## src/rtl/gray_rx_check_if.sv

```systemverilog
// Bus between the Gray-code source and the gray_rx_check monitor: sample in, decoded status out.
interface gray_rx_check_if #(
    parameter int unsigned CBITS = 16,
    parameter int unsigned WBITS = 8
);
    logic [CBITS-1:0] gray_in;
    logic             gray_vld;
    logic [CBITS-1:0] bin_out;
    logic             locked;
    logic             step_ok;
    logic             wrap;
    logic [WBITS-1:0] wrap_cnt;
    logic             err;

    modport master (
        output gray_in, gray_vld,
        input  bin_out, locked, step_ok, wrap, wrap_cnt, err
    );

    modport slave (
        input  gray_in, gray_vld,
        output bin_out, locked, step_ok, wrap, wrap_cnt, err
    );
endinterface

```

## src/rtl/gray_rx_check.sv

```systemverilog
// Gray-code stream checker: decodes samples, verifies +1 single-bit steps, counts wraps.
// Optional macro GRAY_CHK_HOLD_EN: a repeated sample while locked is a legal stall.
module gray_rx_check #(
    parameter int unsigned CBITS = 16,
    parameter int unsigned WBITS = 8
) (
    input logic             clk,
    input logic             rst,
    gray_rx_check_if.slave  bus
);

    typedef enum logic [1:0] {StEmpty, StLock, StFault} state_e;

`ifdef GRAY_CHK_HOLD_EN
    localparam bit HoldEn = 1'b1;
`else
    localparam bit HoldEn = 1'b0;
`endif

    localparam logic [CBITS-1:0] COne = CBITS'(1);
    localparam logic [WBITS-1:0] WOne = WBITS'(1);

    state_e           state_q, state_d;
    logic [CBITS-1:0] prev_gray_q, prev_gray_d;
    logic [CBITS-1:0] prev_bin_q, prev_bin_d;
    logic             step_ok_q, step_ok_d;
    logic             wrap_q, wrap_d;
    logic [WBITS-1:0] wrap_cnt_q, wrap_cnt_d;
    logic             err_q, err_d;

    logic [CBITS-1:0] nb;
    logic [CBITS-1:0] diff;
    logic             one_bit;
    logic             hold;
    logic             legal;

    // Prefix-XOR from the MSB: bin[i] is the parity of gray[CBITS-1:i].
    always_comb begin
        nb = '0;
        for (int i = 0; i < CBITS; i++) begin
            nb[i] = ^(bus.gray_in >> i);
        end
    end

    always_comb begin
        diff    = bus.gray_in ^ prev_gray_q;
        one_bit = (diff != '0) && ((diff & (diff - COne)) == '0);
        hold    = (diff == '0);
        legal   = one_bit && (nb == prev_bin_q + COne);
    end

    always_comb begin
        state_d     = state_q;
        prev_gray_d = prev_gray_q;
        prev_bin_d  = prev_bin_q;
        step_ok_d   = 1'b0;
        wrap_d      = 1'b0;
        wrap_cnt_d  = wrap_cnt_q;
        err_d       = err_q;
        if (bus.gray_vld) begin
            unique case (state_q)
                StEmpty: begin
                    prev_gray_d = bus.gray_in;
                    prev_bin_d  = nb;
                    state_d     = StLock;
                end
                StLock: begin
                    if (legal) begin
                        step_ok_d   = 1'b1;
                        prev_gray_d = bus.gray_in;
                        prev_bin_d  = nb;
                        if (&prev_bin_q) begin
                            wrap_d = 1'b1;
                            if (wrap_cnt_q != '1) wrap_cnt_d = wrap_cnt_q + WOne;
                        end
                    end else if (!(HoldEn && hold)) begin
                        err_d       = 1'b1;
                        state_d     = StFault;
                        prev_gray_d = bus.gray_in;
                        prev_bin_d  = nb;
                    end
                end
                StFault: begin
                    prev_gray_d = bus.gray_in;
                    prev_bin_d  = nb;
                end
                default: state_d = StEmpty;
            endcase
        end
    end

    always_ff @(posedge clk) begin
        if (rst) begin
            state_q     <= StEmpty;
            prev_gray_q <= '0;
            prev_bin_q  <= '0;
            step_ok_q   <= 1'b0;
            wrap_q      <= 1'b0;
            wrap_cnt_q  <= '0;
            err_q       <= 1'b0;
        end else begin
            state_q     <= state_d;
            prev_gray_q <= prev_gray_d;
            prev_bin_q  <= prev_bin_d;
            step_ok_q   <= step_ok_d;
            wrap_q      <= wrap_d;
            wrap_cnt_q  <= wrap_cnt_d;
            err_q       <= err_d;
        end
    end

    // bin_out always mirrors the last accepted sample, which is exactly prev_bin.
    assign bus.bin_out  = prev_bin_q;
    assign bus.locked   = (state_q != StEmpty);
    assign bus.step_ok  = step_ok_q;
    assign bus.wrap     = wrap_q;
    assign bus.wrap_cnt = wrap_cnt_q;
    assign bus.err      = err_q;

endmodule

```

## src/flat_wrapper.sv

```systemverilog
// flat-port wrapper written by rule: the top's interface ports become plain ports
module gray_rx_check_flat 
#(
    parameter int unsigned CBITS = 16,
    parameter int unsigned WBITS = 8
)
  (clk, rst, bus_gray_in, bus_gray_vld, bus_bin_out, bus_locked, bus_step_ok, bus_wrap, bus_wrap_cnt, bus_err);
  gray_rx_check_if #(.CBITS(CBITS), .WBITS(WBITS)) bus_i ();
  input logic clk;
  input logic rst;
  input wire logic [$bits(bus_i.gray_in)-1:0] bus_gray_in;
  input wire logic [$bits(bus_i.gray_vld)-1:0] bus_gray_vld;
  output wire logic [$bits(bus_i.bin_out)-1:0] bus_bin_out;
  output wire logic [$bits(bus_i.locked)-1:0] bus_locked;
  output wire logic [$bits(bus_i.step_ok)-1:0] bus_step_ok;
  output wire logic [$bits(bus_i.wrap)-1:0] bus_wrap;
  output wire logic [$bits(bus_i.wrap_cnt)-1:0] bus_wrap_cnt;
  output wire logic [$bits(bus_i.err)-1:0] bus_err;
  assign bus_i.gray_in = bus_gray_in;
  assign bus_i.gray_vld = bus_gray_vld;
  assign bus_bin_out = bus_i.bin_out;
  assign bus_locked = bus_i.locked;
  assign bus_step_ok = bus_i.step_ok;
  assign bus_wrap = bus_i.wrap;
  assign bus_wrap_cnt = bus_i.wrap_cnt;
  assign bus_err = bus_i.err;
  gray_rx_check #(.CBITS(CBITS), .WBITS(WBITS)) u_core (.clk(clk), .rst(rst), .bus(bus_i));
endmodule
```

## config.mk

```make
export PLATFORM = sky130hd
export DESIGN_NAME = gray_rx_check_flat
export DESIGN_NICKNAME = d
export VERILOG_FILES = /design/src/rtl/gray_rx_check_if.sv /design/src/rtl/gray_rx_check.sv /design/src/flat_wrapper.sv
export SDC_FILE = /design/constraint.sdc
export NUM_CORES = 1
export LEC_CHECK = 0
export CORE_AREA = 2 2 103 105
export DETAILED_ROUTE_END_ITERATION = 8
export DIE_AREA = 0 0 105 107
export GPL_TIMING_DRIVEN = 1
export PLACE_DENSITY = 0.52
export SLEW_MARGIN = 20
export SYNTH_ARGS = -nofsm -noshare
export SYNTH_HDL_FRONTEND = slang
export SYNTH_SLANG_ARGS = --single-unit
export TNS_END_PERCENT = 5
```

## constraint.sdc

```tcl
create_clock -name clk -period 3.45 [get_ports clk]
set_input_delay 0.69 -clock clk [delete_from_list [all_inputs] [get_ports clk]]
set_output_delay 0.69 -clock clk [all_outputs]
set_load 0.01 [all_outputs]
```

# Word level (Yosys, flattened, before mapping)

Index checks and enable logic that the tools add are counted.

$add $sub $neg: 3
Equal/unequal tests: 5
Multiplexer cells: 4
Bitwise logic cells: 6
Reductions and logical operators: 30

Operators with widths:

| cell                                                 | count |
|---|---|
| parity 16 bit                                        | 16 |
| AND reduction 20 bit                                 | 1 |
| adder 16 x 1 -> 16 bit (second input constant)       | 1 |
| bitwise AND 16 bit                                   | 1 |
| equality test 16 bit                                 | 1 |
| zero test 16 bit                                     | 1 |
| AND reduction 16 bit                                 | 1 |
| nonzero test 16 bit                                  | 1 |
| subtractor 16 x 1 -> 16 bit (second input constant)  | 1 |
| bitwise XOR 16 bit                                   | 1 |
| adder 8 x 1 -> 8 bit (second input constant)         | 1 |
| != test 8 bit (second input constant)                | 1 |
| one-hot mux 2 bit (3 select lines)                   | 1 |
| AND reduction 3 bit                                  | 2 |
| OR reduction 3 bit                                   | 2 |
| NOT 1 bit                                            | 4 |
| OR reduction 4 bit                                   | 1 |
| equality test 2 x 1 -> 1 bit (second input constant) | 1 |
| equality test 2 bit (second input constant)          | 1 |
| logical AND 1 bit                                    | 2 |
| zero test 2 bit                                      | 1 |
| 2-to-1 mux 1 bit                                     | 2 |
| 2-to-1 mux 2 bit                                     | 1 |
| != test 2 bit (second input constant)                | 1 |
| other kinds (2)                                      | 2 |

Flip-flop bits (word level): 45
Output and inout bits: 28

# Logic depth before layout (Yosys ltp)

Gate-level depths: netlist of run 1.

Depth after elaboration: 8
Mapped depth: 12
Depth with buffers taken out: 10

# Worst setup path after synthesis of run 1

No wires, ideal clock.

Path type: input -> register
Start: in bus_gray_in[11]
End: reg u_core.state_q[0]
Arrival time: 3.327 ns
Setup slack: 0.053 ns
Cell stages on the path: 9
Path buffers: 0
Cell sequence: xor3_2 -> xnor3_4 -> xnor3_2 -> nor4_2 -> a211o_2 -> nand3_1 -> or3_4 -> a211o_1 -> a21oi_1

Longest elaborated chain between the ends: 8

RTL lines:

| element                                  | RTL line             | RTL |
|---|---|---|
| start, declared                          | flat_wrapper.sv:11   | `input wire logic [$bits(bus_i.gray_in)-1:0] bus_gray_in;` |
| bitwise XOR 16 bit                       | gray_rx_check.sv:46  | `diff = bus.gray_in ^ prev_gray_q;` |
| subtractor 16 x 1 -> 16 bit              | gray_rx_check.sv:47  | `one_bit = (diff != '0) && ((diff & (diff - COne)) == '0);` |
| bitwise AND 16 bit                       | gray_rx_check.sv:47  |  |
| zero test 16 bit                         | gray_rx_check.sv:47  |  |
| logical AND 1 bit                        | gray_rx_check.sv:47  |  |
| logical AND 1 bit (*)                    | gray_rx_check.sv:49  | `legal = one_bit && (nb == prev_bin_q + COne);` |
| != test 2 bit (no source line) (*)       | --                   |  |
| AND reduction 3 bit (no source line) (*) | --                   |  |
| end signal, assigned                     | gray_rx_check.sv:94  | `state_q <= StEmpty;` |
| end signal, assigned                     | gray_rx_check.sv:102 | `state_q <= state_d;` |
| end, declared                            | gray_rx_check.sv:23  | `state_e state_q, state_d;` |

Every way passes the cells marked *; elsewhere a longest branch is shown, timed or not.
A chain may end at the register's enable or synchronous reset.

# Worst setup path after layout of run 1

Start: in bus_gray_in[0]
End: reg u_core.wrap_cnt_q[7], in the netlist u_core.bus.wrap_cnt[7]

Longest elaborated chain between the ends: 7

RTL lines:

| element                                   | RTL line             | RTL |
|---|---|---|
| bitwise XOR 16 bit                        | gray_rx_check.sv:46  |  |
| subtractor 16 x 1 -> 16 bit               | gray_rx_check.sv:47  |  |
| bitwise AND 16 bit                        | gray_rx_check.sv:47  |  |
| zero test 16 bit                          | gray_rx_check.sv:47  |  |
| logical AND 1 bit                         | gray_rx_check.sv:47  |  |
| logical AND 1 bit (*)                     | gray_rx_check.sv:49  |  |
| AND reduction 20 bit (no source line) (*) | --                   |  |
| end signal, assigned                      | gray_rx_check.sv:107 | `wrap_cnt_q <= wrap_cnt_d;` |
| end, declared                             | gray_rx_check.sv:28  | `logic [WBITS-1:0] wrap_cnt_q, wrap_cnt_d;` |

Marks and branches as above.

==> run summary, run 1 <==
initial drt markers - 83
DRC viols - 0
Finish-stage setup viols - 0
remaining global-route overflow - 0
syn avg cell area - 8.21 µm²
synthesized area - 0.00307 mm²
dominant synthesized flop cell - dfxtp_1
most frequent cells in the layout - buf_4 (67), nand2_1 (60), dfxtp_1 (44)
Util after Layout - 43.5%
Startpoint Class - input pin
crit path max-delay cell type - or4bb_4
metal3 WL - 243 µm
Worst R2R Path Depth - 11
I/O Buffers - 46
Max Clock Freq - 300 MHz
drt wl/cell - 13.9 µm
crit end category - register
Critical Path AT - 3.57 ns
layout cell share with drive strength beyond 1 - 25.1%
critical path type - input pin to register
Ys Warns - 0
commonest non-fill, non-tap cell in the layout - buf_4
mux contribution to synthesized area - 0.978%
antenna-violating nets left - 0
fill count - 1,067
met2 WL post-DR - 4190 µm
Met1 Wirelength - 3940 µm
die height - 107 µm
EDFF count, synth - 0
nets - 494
FF+latch count, synth - 44
die footprint - 0.0112 mm²
pwr dens - 422 mW/mm²
global-route wire length before repair - 13,700 µm
clock-pin transition on the worst setup and hold timing paths - 0.09 ns
Slew Viols, Final - 0
Final Skew - 0.00470 ns
Post-DP HPWL - 6280 µm
Vias/cell - 4.79
largest family of logic cells by synthesized area - simple AND/OR/NAND/NOR gates
Synth-to-Final Area Change - 43.0%
Core Region - 0.0101 mm²
status - finished, final reports clean
worst-skew pair later-pin latency - 0.30 ns
Async S/R FF share, synth - 0%
sequential area share after synthesis - 28.7%
Worst R2R Setup Slack - 0.25 ns
WL final - 8460 µm
hold buffer count at cts - 0
Max-Slew Margin vs Limit - 33.3%
clk root buf - clkbuf_8
via count - 2,922
Crit Path Max Fanout - 6
H-tree lvl count - 2
CTS max path bufs - 2
maximum vdd drop - 0.000214 V
Worst Path Required - 3.69 ns
DR top layer - met4
Worst path max stage delay - 0.58 ns
GRT Overall Usage - 15.2%
Pleak - 0.00184 µW
hold crit path type - register to register
row cnt - 37
post-synth cell types - 52
post-layout minimum cycle time - 3.33 ns
Final GP Congestion - 0.850
# clock sinks - 44
initial antenna violation count - 0
max_cap viols - 0
vias in the first global route - 2,795
Synth Area in XOR/XNOR - 25.3%
antenna cells - 0
Least-Margin Pin Slew - 0.999 ns
Die X - 105 µm
largest net degree at the start of global routing - 39
Final Hold Fails - 0
setup TNS - 0 ns
Mapped Cells - 374
CTS Buf Count - 5
Ports - 47
Post-Synth Adder-Cell Area - 0.815%
crit path cell chain - clkdlybuf4s15_1 > xor2_1 > nor4_1 > buf_4 > a31oi_1 > o31ai_2 > or4bb_4 > nor4b_4 > nand3_2 > buf_6 > or3_4 > a21oi_2
Initial Util - 30.4%
Synth Area in Simple Gates - 26.5%
net count after synthesis - 395
RSZ-0062 raised after global routing - no
Final period util - 96.6%
total iterations of the first detailed-routing run - 4
CTS tree - yes
Hold Path Depth - 2
Synth Area in Compound Gates - 13.1%
kinds of logic (layout without fill, tap and decap cells):
family,count (synthesis),in the layout
simple gates,159,159
xor+xnor,70,70
compound gates,67,67
flops,44,44
buf+inv,29,129
mux,3,3
fa+ha+maj,2,2
flip-flops by register name, summed over array words and instances, names as in the netlist:
signal / count
u_core.bus.wrap_cnt: 8
u_core.bus.err: 1
u_core.state_q: 2
u_core.prev_gray_q: 15
u_core.bus.step_ok: 1
u_core.bus.wrap: 1
u_core.bus.bin_out: 16
layout make-up:
class	instances	area, µm²	share of cell area (%)
multi-input cells	301	2190	49.8
clock inverters	1	30.0	0.684
repair buffers	116	1010	22.9
well taps	136	170	3.88
clock buffers	7	96.3	2.20
inverters	5	18.8	0.428
flip-flops and latches	44	881	20.1
cells in the mapped netlist (5+ instances only):
master	instances	area (µm²)
nand3_1	20	100
o21ai_0	6	30.0
nand2_1	60	225
a31oi_1	6	37.5
xor2_1	27	236
nand4_1	9	56.3
inv_1	5	18.8
or3_1	5	31.3
dfxtp_1	44	881
nor2_1	20	75.1
a21oi_1	35	175
xnor2_1	32	280
nor3_1	6	30.0
nor4_1	6	37.5
and3_1	10	62.6
clkbuf_1	14	52.6
a211oi_1	8	60.1
stage by stage:
| step | setup slack (ns) | cells | cell area (µm²) | hold WS [ns] | total power (µW) |
|---|---|---|---|---|---|
| floorplan | 0.0526 | 374 | 3070 | 0.448 | 1060 |
| global placement | -0.497 | 599 | 4080 | 0.442 | 1380 |
| detailed placement | -0.579 | 599 | 4080 | 0.440 | 1390 |
| CTS | -0.00128 | 610 | 4300 | 0.454 | 1870 |
| global route | 0.00486 | 610 | 4390 | 0.478 | 1970 |
| finish | 0.117 | 610 | 4390 | 0.449 | 1850 |
worst max-delay path, delay by kind of cell:
kind            cells  cell delay, ns
compound gates      3            0.46
xor+xnor            1            0.18
buf+inv             3            0.59
simple gates        5            1.65
layer usage:
metal  GRT usage [%]  vias up
met5               0        -
met3            2.31        6
met2            26.9       39
met4            4.57        0
met1            19.0     1369
li1                -     1508
final timing paths:
| kind | start | to |
|---|---|---|
| hold / removal | u_core.bus.err | u_core.bus.err |
| hold reg to reg | u_core.bus.err | u_core.bus.err |
| setup / recovery | bus_gray_in[0] | u_core.bus.wrap_cnt[7] |
| setup reg to reg | u_core.bus.bin_out[0] | u_core.bus.wrap_cnt[7] |
power breakdown:
part / internal (µW) / switching (µW)
clock network: 256 / 185
registers: 550 / 49.0
logic: 441 / 371
what timing repair did:
item,CTS,global route
pin swaps,15,10
setup buffers,3,0
resized for setup,23,25
endpoints found under the setup margin,11,7
hold endpoints to repair,0,0
(Power assumes the default switching activity.)
==> inputs of run 2 (changes only) <==
--- a/config.mk
+++ b/config.mk
@@ -14,4 +14,4 @@
 export SYNTH_ARGS = -nofsm -noshare
 export SYNTH_HDL_FRONTEND = slang
 export SYNTH_SLANG_ARGS = --single-unit
-export TNS_END_PERCENT = 5
+export TNS_END_PERCENT = 30
==> run 2 against run 1 <==
  * Final cell count stayed put
  * Global-route usage is 0.077 points higher
  * Non-clock buffer count stayed put
  * Worst setup slack better by 0.0022 ns
  * Critical path depth stayed put
  * Routed wire length is 0.14% higher
  * Sequential power hardly changed
  * Fmax hardly changed
  * Die area stayed put
  * Clock-buffer cell count stayed put
  * Clock power hardly changed
  * Critical endpoint unchanged
  * Largest power group unchanged
==> run summary, run 2 (synthesized netlist as in run 1, its figures left out) <==
status - finished, final reports clean
clk root buf - clkbuf_8
global-route wire length before repair - 13,800 µm (+0.40%)
Synth-to-Final Area Change - 42.8%
placed cell area - 0.00408 mm² (unchanged)
CTS tree - yes
die height - 107 µm (unchanged)
I/O Buffers - 46 (unchanged)
PnR Total Power - 1850 µW (about the same)
crit end category - register
# clock sinks - 44 (unchanged)
H-tree lvl count - 2 (unchanged)
Pleak - 0.00183 µW (-0.62%)
Startpoint Class - input pin
Final Skew - 0.00503 ns (+0.000326 ns)
pwr dens - 423 mW/mm² (+0.16%)
Post-DP HPWL - 6280 µm (unchanged)
power share of the clock group - 23.8% (about the same)
critical path type - input pin to register
Final GP Congestion - 0.850 (unchanged)
Least-Margin Pin Slew - 1.01 ns (+0.0165 ns)
fill count - 1,072 (+0.47%)
Max Clock Freq - 300 MHz (about the same)
vias in the first global route - 2,810 (+0.54%)
Comb power frac - 43.9% (about the same)
nets - 494 (unchanged)
CTS Buf Count - 5 (unchanged)
Critical Path AT - 3.57 ns (about the same)
number of flip-flops in the largest register - 16 (unchanged)
RSZ-0062 raised after global routing - no
drt wl/cell - 13.9 µm (+0.14%)
Max-Slew Margin vs Limit - 32.2% (-1.1 points)
largest net degree at the start of global routing - 39 (unchanged)
layout cell share with drive strength beyond 1 - 24.9% (-0.21 points)
Worst Path Required - 3.69 ns (about the same)
total iterations of the first detailed-routing run - 4 (unchanged)
Core Region - 0.0101 mm² (unchanged)
initial drt markers - 81 (-2.4%)
via count - 2,904 (-0.62%)
row cnt - 37 (unchanged)
sequential share of power - 32.3% (about the same)
Slew Viols, Final - 0 (unchanged)
Final Hold Fails - 0 (unchanged)
initial antenna violation count - 0 (unchanged)
Fin Hold WS - 0.451 ns (+0.00144 ns)
CTS max path bufs - 2 (unchanged)
max_cap viols - 0 (unchanged)
Ports - 47 (unchanged)
Switching Share - 32.7% (about the same)
crit path max-delay cell type - or4bb_4
Die X - 105 µm (unchanged)
placed cell count - 599 (unchanged)
GRT Overall Usage - 15.3% (+0.077 points)
antenna-violating nets left - 0 (unchanged)
Finish-stage setup viols - 0 (unchanged)
commonest non-fill, non-tap cell in the layout - buf_4
most frequent cells in the layout - buf_4 (67), nand2_1 (60), dfxtp_1 (44)
post-layout minimum cycle time - 3.33 ns (-0.00223 ns)
antenna cells - 0 (unchanged)
post-route cell area - 0.00438 mm² (-0.14%)
Crit Path Max Fanout - 6 (unchanged)
Initial Util - 30.4% (unchanged)
Worst path max stage delay - 0.58 ns (about the same)
worst-skew pair later-pin latency - 0.30 ns (about the same)
Final period util - 96.5% (about the same)
clock-pin transition on the worst setup and hold timing paths - 0.09 ns (about the same)
fin cells - 610 (unchanged)
WL final - 8470 µm (+0.14%)
DRC viols - 0 (unchanged)
die footprint - 0.0112 mm² (unchanged)
remaining global-route overflow - 0 (unchanged)
sw power - 606 µW (about the same)
maximum vdd drop - 0.000214 V (about the same)
hold buffer count at cts - 0 (unchanged)
Vias/cell - 4.76 (-0.62%)
hold crit path type - register to register
crit path cell chain - clkdlybuf4s15_1 > xor2_1 > nor4_1 > buf_4 > a31oi_1 > o31ai_2 > or4bb_4 > nor4b_4 > nand3_2 > buf_6 > or3_4 > a21oi_2
Int Pwr - 1250 µW (about the same)
-- run 2: worst paths after layout --
check | start | end | slack, ns | cells past startpoint
setup / recovery | bus_gray_in[1] | u_core.bus.wrap_cnt[7] | 0.12 | 12
hold / removal | u_core.bus.err | u_core.bus.err | 0.45 | 2
setup reg to reg | u_core.bus.bin_out[0] | u_core.bus.wrap_cnt[7] | 0.25 | 11
hold reg to reg | u_core.bus.err | u_core.bus.err | 0.45 | 2
-- run 2: layout make-up --
cell class | count | area, µm² | share of cell area [%]
flip-flops and latches | 44 | 881 | 20.1
well taps | 136 | 170 | 3.88
clock buffers | 7 | 96.3 | 2.20
multi-input cells | 301 | 2180 | 49.8
repair buffers | 116 | 1000 | 22.9
inverters | 5 | 18.8 | 0.428
clock inverters | 1 | 30.0 | 0.685
-- run 2: metal layers --
layer	vias to the layer above	global-route usage [%]	part of all wire, %
met5	-	0	0
met4	0	4.57	1.0
met3	6	2.31	2.7
met2	36	27.2	50
met1	1353	19.0	47
li1	1509	-	-
-- run 2: timing repair --
item	4_1_cts	5_1_grt
hold endpoints to repair	0	0
buffers inserted	3	0
endpoints found under the setup margin	11	7
resized for setup	25	23
pin swaps	15	11
-- run 2: critical path: cells and delay by family --
kind                      cells  cell delay (ns)
and+or+nand+nor               5             1.69
buffers and inverters         3             0.56
AOI/OAI and AO/OA             3             0.46
xor gates and xnor gates      1             0.17
-- run 2: per-stage QoR --
stage	setup WS [ns]	setup TNS (ns)	utilization [%]
floorplan	0.0526	0	-
global placement	-0.497	-5.18	40.5
detailed placement	-0.579	-6.07	40.5
CTS	0.00498	0	42.7
global route	0.00919	0	43.4
finish	0.119	0	43.4
-- run 2: power groups by stage --
stage / logic [µW] / clock network [µW] / registers (µW)
finish: 813 / 441 / 598
global route: 887 / 474 / 607
CTS: 805 / 463 / 598
detailed placement: 782 / 0 / 609
global placement: 773 / 0 / 608
floorplan: 448 / 0 / 614
